--- config.mk ---
export PLATFORM = sky130hd
export DESIGN_NAME = range_filter
export DESIGN_NICKNAME = d
export VERILOG_FILES = /design/src/rtl/range_filter.sv
export SDC_FILE = /design/constraint.sdc
export NUM_CORES = 1
export LEC_CHECK = 0
export BUFFER_PORTS_ARGS = -buffer_cell sky130_fd_sc_hd__buf_2
export CAP_MARGIN = 15
export CORE_MARGIN = 2
export CORE_UTILIZATION = 55
export DETAILED_ROUTE_END_ITERATION = 8
export GPL_ROUTABILITY_DRIVEN = 0
export PLACE_DENSITY = 0.74
export SLEW_MARGIN = 25
export SYNTH_ARGS = -nofsm -noshare
export SYNTH_HDL_FRONTEND = slang
export SYNTH_SLANG_ARGS = --single-unit
--- constraint.sdc ---
create_clock -name clk -period 3.6 [get_ports clk]
set_input_delay 0.72 -clock clk [delete_from_list [all_inputs] [get_ports clk]]
set_output_delay 0.72 -clock clk [all_outputs]
set_load 0.02 [all_outputs]
--- src/rtl/range_filter.sv ---
// Range filter: converts ultrasonic echo width (clock cycles) into centimetres with a
// serial restoring divider, then smooths the result with a 4-sample moving average.
module range_filter #(
    parameter int CYC_PER_CM = 2915,
    parameter int FAIL_LIM   = 3
) (
    input  logic        clk,
    input  logic        rst_n,
    input  logic        in_valid,
    input  logic [16:0] in_cycles,
    input  logic        in_fail,
    output logic        out_valid,
    output logic [16:0] out_cm,
    output logic [16:0] out_avg_cm,
    output logic        out_err,
    output logic        busy,
    output logic        ovr
);

    localparam int          W       = 17;
    localparam logic [W:0]  DIVISOR = (W + 1)'(CYC_PER_CM);
    localparam logic [2:0]  LIM     = 3'(FAIL_LIM);

    typedef enum logic [1:0] {IDLE, DIV, AVG} state_e;

    state_e         state_q, state_d;
    logic [W-1:0]   dvd_q, dvd_d;
    logic [W-1:0]   quo_q, quo_d;
    logic [W-1:0]   rem_q, rem_d;
    logic [4:0]     step_q, step_d;
    logic [W-1:0]   win_q [4];
    logic [W-1:0]   win_d [4];
    logic [W+1:0]   sum_q, sum_d;
    logic           empty_q, empty_d;
    logic [2:0]     fail_q, fail_d;
    logic           err_q, err_d;
    logic           valid_q, valid_d;
    logic           ovr_q, ovr_d;
    logic [W-1:0]   cm_q, cm_d;
    logic [W-1:0]   avg_q, avg_d;

    // One restoring-division step: shift the next dividend bit into the remainder.
    logic [W:0]     rem_sh;
    logic [W-1:0]   rem_sub;
    logic           take;

    assign rem_sh  = {rem_q, dvd_q[W-1]};
    assign take    = rem_sh >= DIVISOR;
    assign rem_sub = rem_sh[W-1:0] - DIVISOR[W-1:0];

    always_ff @(posedge clk or negedge rst_n) begin
        if (!rst_n) state_q <= IDLE;
        else        state_q <= state_d;
    end

    // NOTE: every variable gets its default first, so no path through the case can infer a latch.
    always_comb begin
        state_d = state_q;
        dvd_d   = dvd_q;
        quo_d   = quo_q;
        rem_d   = rem_q;
        step_d  = step_q;
        win_d   = win_q;
        sum_d   = sum_q;
        cm_d    = cm_q;
        avg_d   = avg_q;
        valid_d = 1'b0;
        ovr_d   = (state_q != IDLE) && in_valid && !in_fail;
        fail_d  = in_fail ? ((fail_q == 3'd7) ? 3'd7 : fail_q + 3'd1) : fail_q;
        err_d   = fail_q >= LIM;
        empty_d = empty_q | err_q;

        case (state_q)
            IDLE: begin
                if (in_valid && !in_fail) begin
                    dvd_d   = in_cycles;
                    quo_d   = '0;
                    rem_d   = '0;
                    step_d  = '0;
                    state_d = DIV;
                end
            end
            DIV: begin
                dvd_d  = dvd_q << 1;
                rem_d  = take ? rem_sub : rem_sh[W-1:0];
                quo_d  = {quo_q[W-2:0], take};
                step_d = step_q + 5'd1;
                if (step_q == 5'd16) state_d = AVG;
            end
            AVG: begin
                cm_d = quo_q;
                if (empty_q || err_q) begin
                    // An empty window is primed so the first average equals the first sample.
                    for (int i = 0; i < 4; i++) win_d[i] = quo_q;
                    sum_d = {quo_q, 2'b00};
                end else begin
                    win_d[0] = quo_q;
                    for (int i = 1; i < 4; i++) win_d[i] = win_q[i-1];
                    sum_d = sum_q - {2'b00, win_q[3]} + {2'b00, quo_q};
                end
                avg_d   = sum_d[W+1:2];
                valid_d = 1'b1;
                fail_d  = in_fail ? 3'd1 : 3'd0;
                err_d   = 1'b0;
                empty_d = 1'b0;
                state_d = IDLE;
            end
            default: state_d = IDLE;
        endcase
    end

    // NOTE: the window registers are reset too; the running sum must start consistent with them.
    always_ff @(posedge clk or negedge rst_n) begin
        if (!rst_n) begin
            dvd_q   <= '0;
            quo_q   <= '0;
            rem_q   <= '0;
            step_q  <= '0;
            for (int i = 0; i < 4; i++) win_q[i] <= '0;
            sum_q   <= '0;
            empty_q <= 1'b1;
            fail_q  <= '0;
            err_q   <= 1'b0;
            valid_q <= 1'b0;
            ovr_q   <= 1'b0;
            cm_q    <= '0;
            avg_q   <= '0;
        end else begin
            dvd_q   <= dvd_d;
            quo_q   <= quo_d;
            rem_q   <= rem_d;
            step_q  <= step_d;
            win_q   <= win_d;
            sum_q   <= sum_d;
            empty_q <= empty_d;
            fail_q  <= fail_d;
            err_q   <= err_d;
            valid_q <= valid_d;
            ovr_q   <= ovr_d;
            cm_q    <= cm_d;
            avg_q   <= avg_d;
        end
    end

    assign out_valid  = valid_q;
    assign out_cm     = cm_q;
    assign out_avg_cm = avg_q;
    assign out_err    = err_q;
    assign busy       = (state_q != IDLE);
    assign ovr        = ovr_q;

endmodule
==> impl_metrics.csv <==
group,metric,value,unit
floorplan,die_h,125,um
sta,fin_crit,3.03,ns
synthesis,synthFlopType,"dfrtp_1",
detailed_routing,drc,0,
synthesis,netlist_area,0.00799,mm2
sta,worst_pin_slew,0.963,ns
detailed_routing,via_per_inst,5.52,
floorplan,rows,44,
placed_design,io_buffers,58,
synthesis,yosysWarningCount,0,
power_and_ir_drop,p_total,0.00976,W
finish,mostFrequentLayoutCells,"151 x dfrtp_1, 106 x nand2_1, 101 x o21ai_0",
synthesis,yosysSeqAreaShare,0.476,
critical_path,path_class,"reg2reg",
global_routing,grt_util_all_layers,0.223,
global_routing,grt_pass1_vias,5851,
finish,syn_to_final_growth,10.4,%
power_and_ir_drop,p_per_area,1110,mW/mm2
finish,drive_gt1_frac,0.127,
global_routing,gr-total-overflow,0,
clock_tree,clockBufferDepth,2,
power_and_ir_drop,worst_ir_drop_vdd,0.511,mV
global_routing,grt_pass1_wl,28.3,mm
synthesis,avgSynthCellArea,9.10,um2
critical_path,worstPathCellList,"inv_1 -> fa_1 -> inv_1 -> ha_1 -> a21oi_1 -> o22ai_1 -> a31oi_1 -> o21ai_0 -> a311oi_1 -> xor2_1 -> o221ai_1",
power_and_ir_drop,p_leak,4.09,nW
power_and_ir_drop,power_frac_seq,0.288,
hold_path,min_path_type,"in2async",
finish,final_common_cell,"dfrtp_1",
sta,fmax,0.330,GHz
sta,slew_viol_final,0,
critical_path,worst_ep_required_time,3.89,ns
critical_path,slowest_delay,0.60,ns
power_and_ir_drop,swShare,0.425,
floorplan,die_w,125,um
clock_tree,clk_latency,0.43,ns
critical_path,cp-start-kind,"register",
floorplan,dieArea,0.0155,mm2
outcome,status,"finished, final reports clean",
synthesis,synth_nets,939,
clock_tree,numClockSinks,152,
detailed_routing,drt-wirelength-per-cell,15.0,um
power_and_ir_drop,power_switching,0.00415,W
detailed_routing,vias,5964,
sta,hold_viol_final,0,
sta,relSlewSlack,0.358,
sta,finalCritPeriodShare,0.843,
global_routing,antenna_found_initial,0,
clock_tree,cts_tree,"done",
clock_tree,post_cts.repair.setup_buffers,0,
clock_tree,cts_hold_buf,0,
critical_path,crit_fanout,5,
floorplan,start_util,0.556,
global_routing,grt_max_degree,114,
power_and_ir_drop,p_clk_frac,0.200,
clock_tree,postCtsResizedCells,0,
power_and_ir_drop,cellInternalPower,0.00561,W
critical_path,cp_common_cell,"inv_1",
clock_tree,cts_buffers,17,
synthesis,ys_seq_elements,152,
floorplan,core-area,0.0144,mm2
floorplan,io_pins,59,
clock_tree,clkTransAtPathRegs,0.06,ns
sta,rsz0062_at_grt,"false",
detailed_routing,drtIter0Drc,557,
placed_design,hpwl,10.9,mm
synthesis,yosysUniqueCellTypes,64,
detailed_routing,dr.pass1.iters,4,
flow_run,drv_cap,0,
critical_path,cp_slowest_cell,"fa_1",
critical_path,r2r_slack,0.57,ns
power_and_ir_drop,p_comb_frac,0.512,
synthesis,synth_edf_count,0,
sta,setup_viol,0,
finish,diodes,0,
sta,setup_tns,0,ns
finish,finalNetCount,946,
critical_path,crit_arrival,3.32,ns
synthesis,netlist_instances,878,
clock_tree,cts-root-buf,"clkbuf_16",
synthesis,synthArstFlopShare,1.00,
sta,hold_ws,0.227,ns
clock_tree,htree_levels,4,
detailed_routing,ant_nets,0,
critical_path,critPathCaptureType,"register",
sta,skew,0.00726,ns
detailed_routing,wl,16.2,mm
## per-layer routing
| layer | wire length [um] | track usage |
|---|---|---|
| met3 | 712 | 0.0584 |
| met4 | 176 | 0.0654 |
| met5 | 0 | 0 |
| met1 | 7870 | 0.317 |
| met2 | 7480 | 0.339 |
## cell type report
type / instances / area (um2)
clock inverter: 12 / 188
fill: 1203 / 5540
timing repair buffer: 67 / 377
sequential: 152 / 3800
clock buffer: 19 / 453
inverter: 78 / 293
tap: 184 / 230
multi-input combinational: 569 / 3480
## cell usage after synthesis (3+ instances only)
| cell | instances | area share |
|---|---|---|
| a211oi_1 | 10 | 0.0094 |
| a21o_1 | 5 | 0.0047 |
| a21oi_1 | 76 | 0.048 |
| a31oi_1 | 7 | 0.0055 |
| and3_1 | 4 | 0.0031 |
| buf_4 | 34 | 0.032 |
| clkbuf_1 | 42 | 0.020 |
| dfrtp_1 | 151 | 0.47 |
| fa_1 | 17 | 0.043 |
| ha_1 | 23 | 0.036 |
| inv_1 | 78 | 0.037 |
| mux2i_1 | 4 | 0.0050 |
| nand2_1 | 106 | 0.050 |
| nand2b_1 | 3 | 0.0023 |
| nand3_1 | 5 | 0.0031 |
| nand4_1 | 5 | 0.0039 |
| nor2_1 | 75 | 0.035 |
| nor2b_1 | 7 | 0.0055 |
| nor3_1 | 7 | 0.0044 |
| nor4_1 | 4 | 0.0031 |
| o211ai_1 | 4 | 0.0038 |
| o21a_1 | 3 | 0.0028 |
| o21ai_0 | 101 | 0.063 |
| o21ai_1 | 5 | 0.0031 |
| o221ai_1 | 3 | 0.0033 |
| o22ai_1 | 32 | 0.025 |
| xnor2_1 | 18 | 0.020 |
| xor2_1 | 5 | 0.0055 |
## final timing paths
path / from / to / cells after the start
min: rst_n / win_q[14]$_DFFE_PN0P_ / 1
max: quo_q[1]$_DFFE_PN0P_ / sum_q[17]$_DFFE_PN0P_ / 11
max reg2reg: quo_q[1]$_DFFE_PN0P_ / sum_q[17]$_DFFE_PN0P_ / 11
max in group asynchronous: rst_n / rem_q[10]$_DFFE_PN0P_ / 2
min in group clk: win_q[22]$_DFFE_PN0P_ / win_q[22]$_DFFE_PN0P_ / 2
min reg2reg: win_q[22]$_DFFE_PN0P_ / win_q[22]$_DFFE_PN0P_ / 2
## power by group through the flow
| stage | sequential [W] | clock [W] | combinational (W) |
|---|---|---|---|
| detailed placement | 0.00283 | 0 | 0.00497 |
| floorplan | 0.00270 | 0 | 0.00415 |
| finish | 0.00281 | 0.00195 | 0.00500 |
| CTS | 0.00281 | 0.00198 | 0.00502 |
| global route | 0.00290 | 0.00204 | 0.00572 |
| global placement | 0.00281 | 0 | 0.00487 |
## registers in the layout, indices dropped and copies added (netlist names)
signal,flops
dvd_q,17
empty_q,1
fail_q,3
out_cm,17
out_err,1
out_valid,1
ovr,1
quo_q,17
rem_q,17
state_q,2
step_q,5
sum_q,19
win_q,51
## through the flow
stage | cell area [um2] | setup slack (ns) | instances | util
floorplan | 7990 | 0.645 | 878 | -
global placement | 8190 | 0.633 | 1050 | 0.570
detailed placement | 8190 | 0.593 | 1050 | 0.570
CTS | 8830 | 0.552 | 1081 | 0.614
global route | 8830 | 0.375 | 1081 | 0.614
finish | 8830 | 0.566 | 1081 | 0.614
## critical path: cells and delay by family, from the launching register on
| family | cells | cell delay, ns |
|---|---|---|
| buffers and inverters | 2 | 0.15 |
| adder cells (fa/ha/maj) | 2 | 0.88 |
| XOR/XNOR | 1 | 0.17 |
| AO/OA/AOI/OAI | 6 | 1.38 |
| flip-flops | 1 | 0.32 |
## kinds of logic (layout without fill, tap and decap cells)
group,after synthesis,count (layout),share of synthesized area
AOI/OAI and AO/OA,269,269,0.194
and+or+nand+nor,233,233,0.130
buffers and inverters,157,176,0.0908
DFF,152,152,0.476
adders and majority gates,40,40,0.0786
xor gates and xnor gates,23,23,0.0252
muxes,4,4,0.00501
Power figures use the tool's default switching activity.
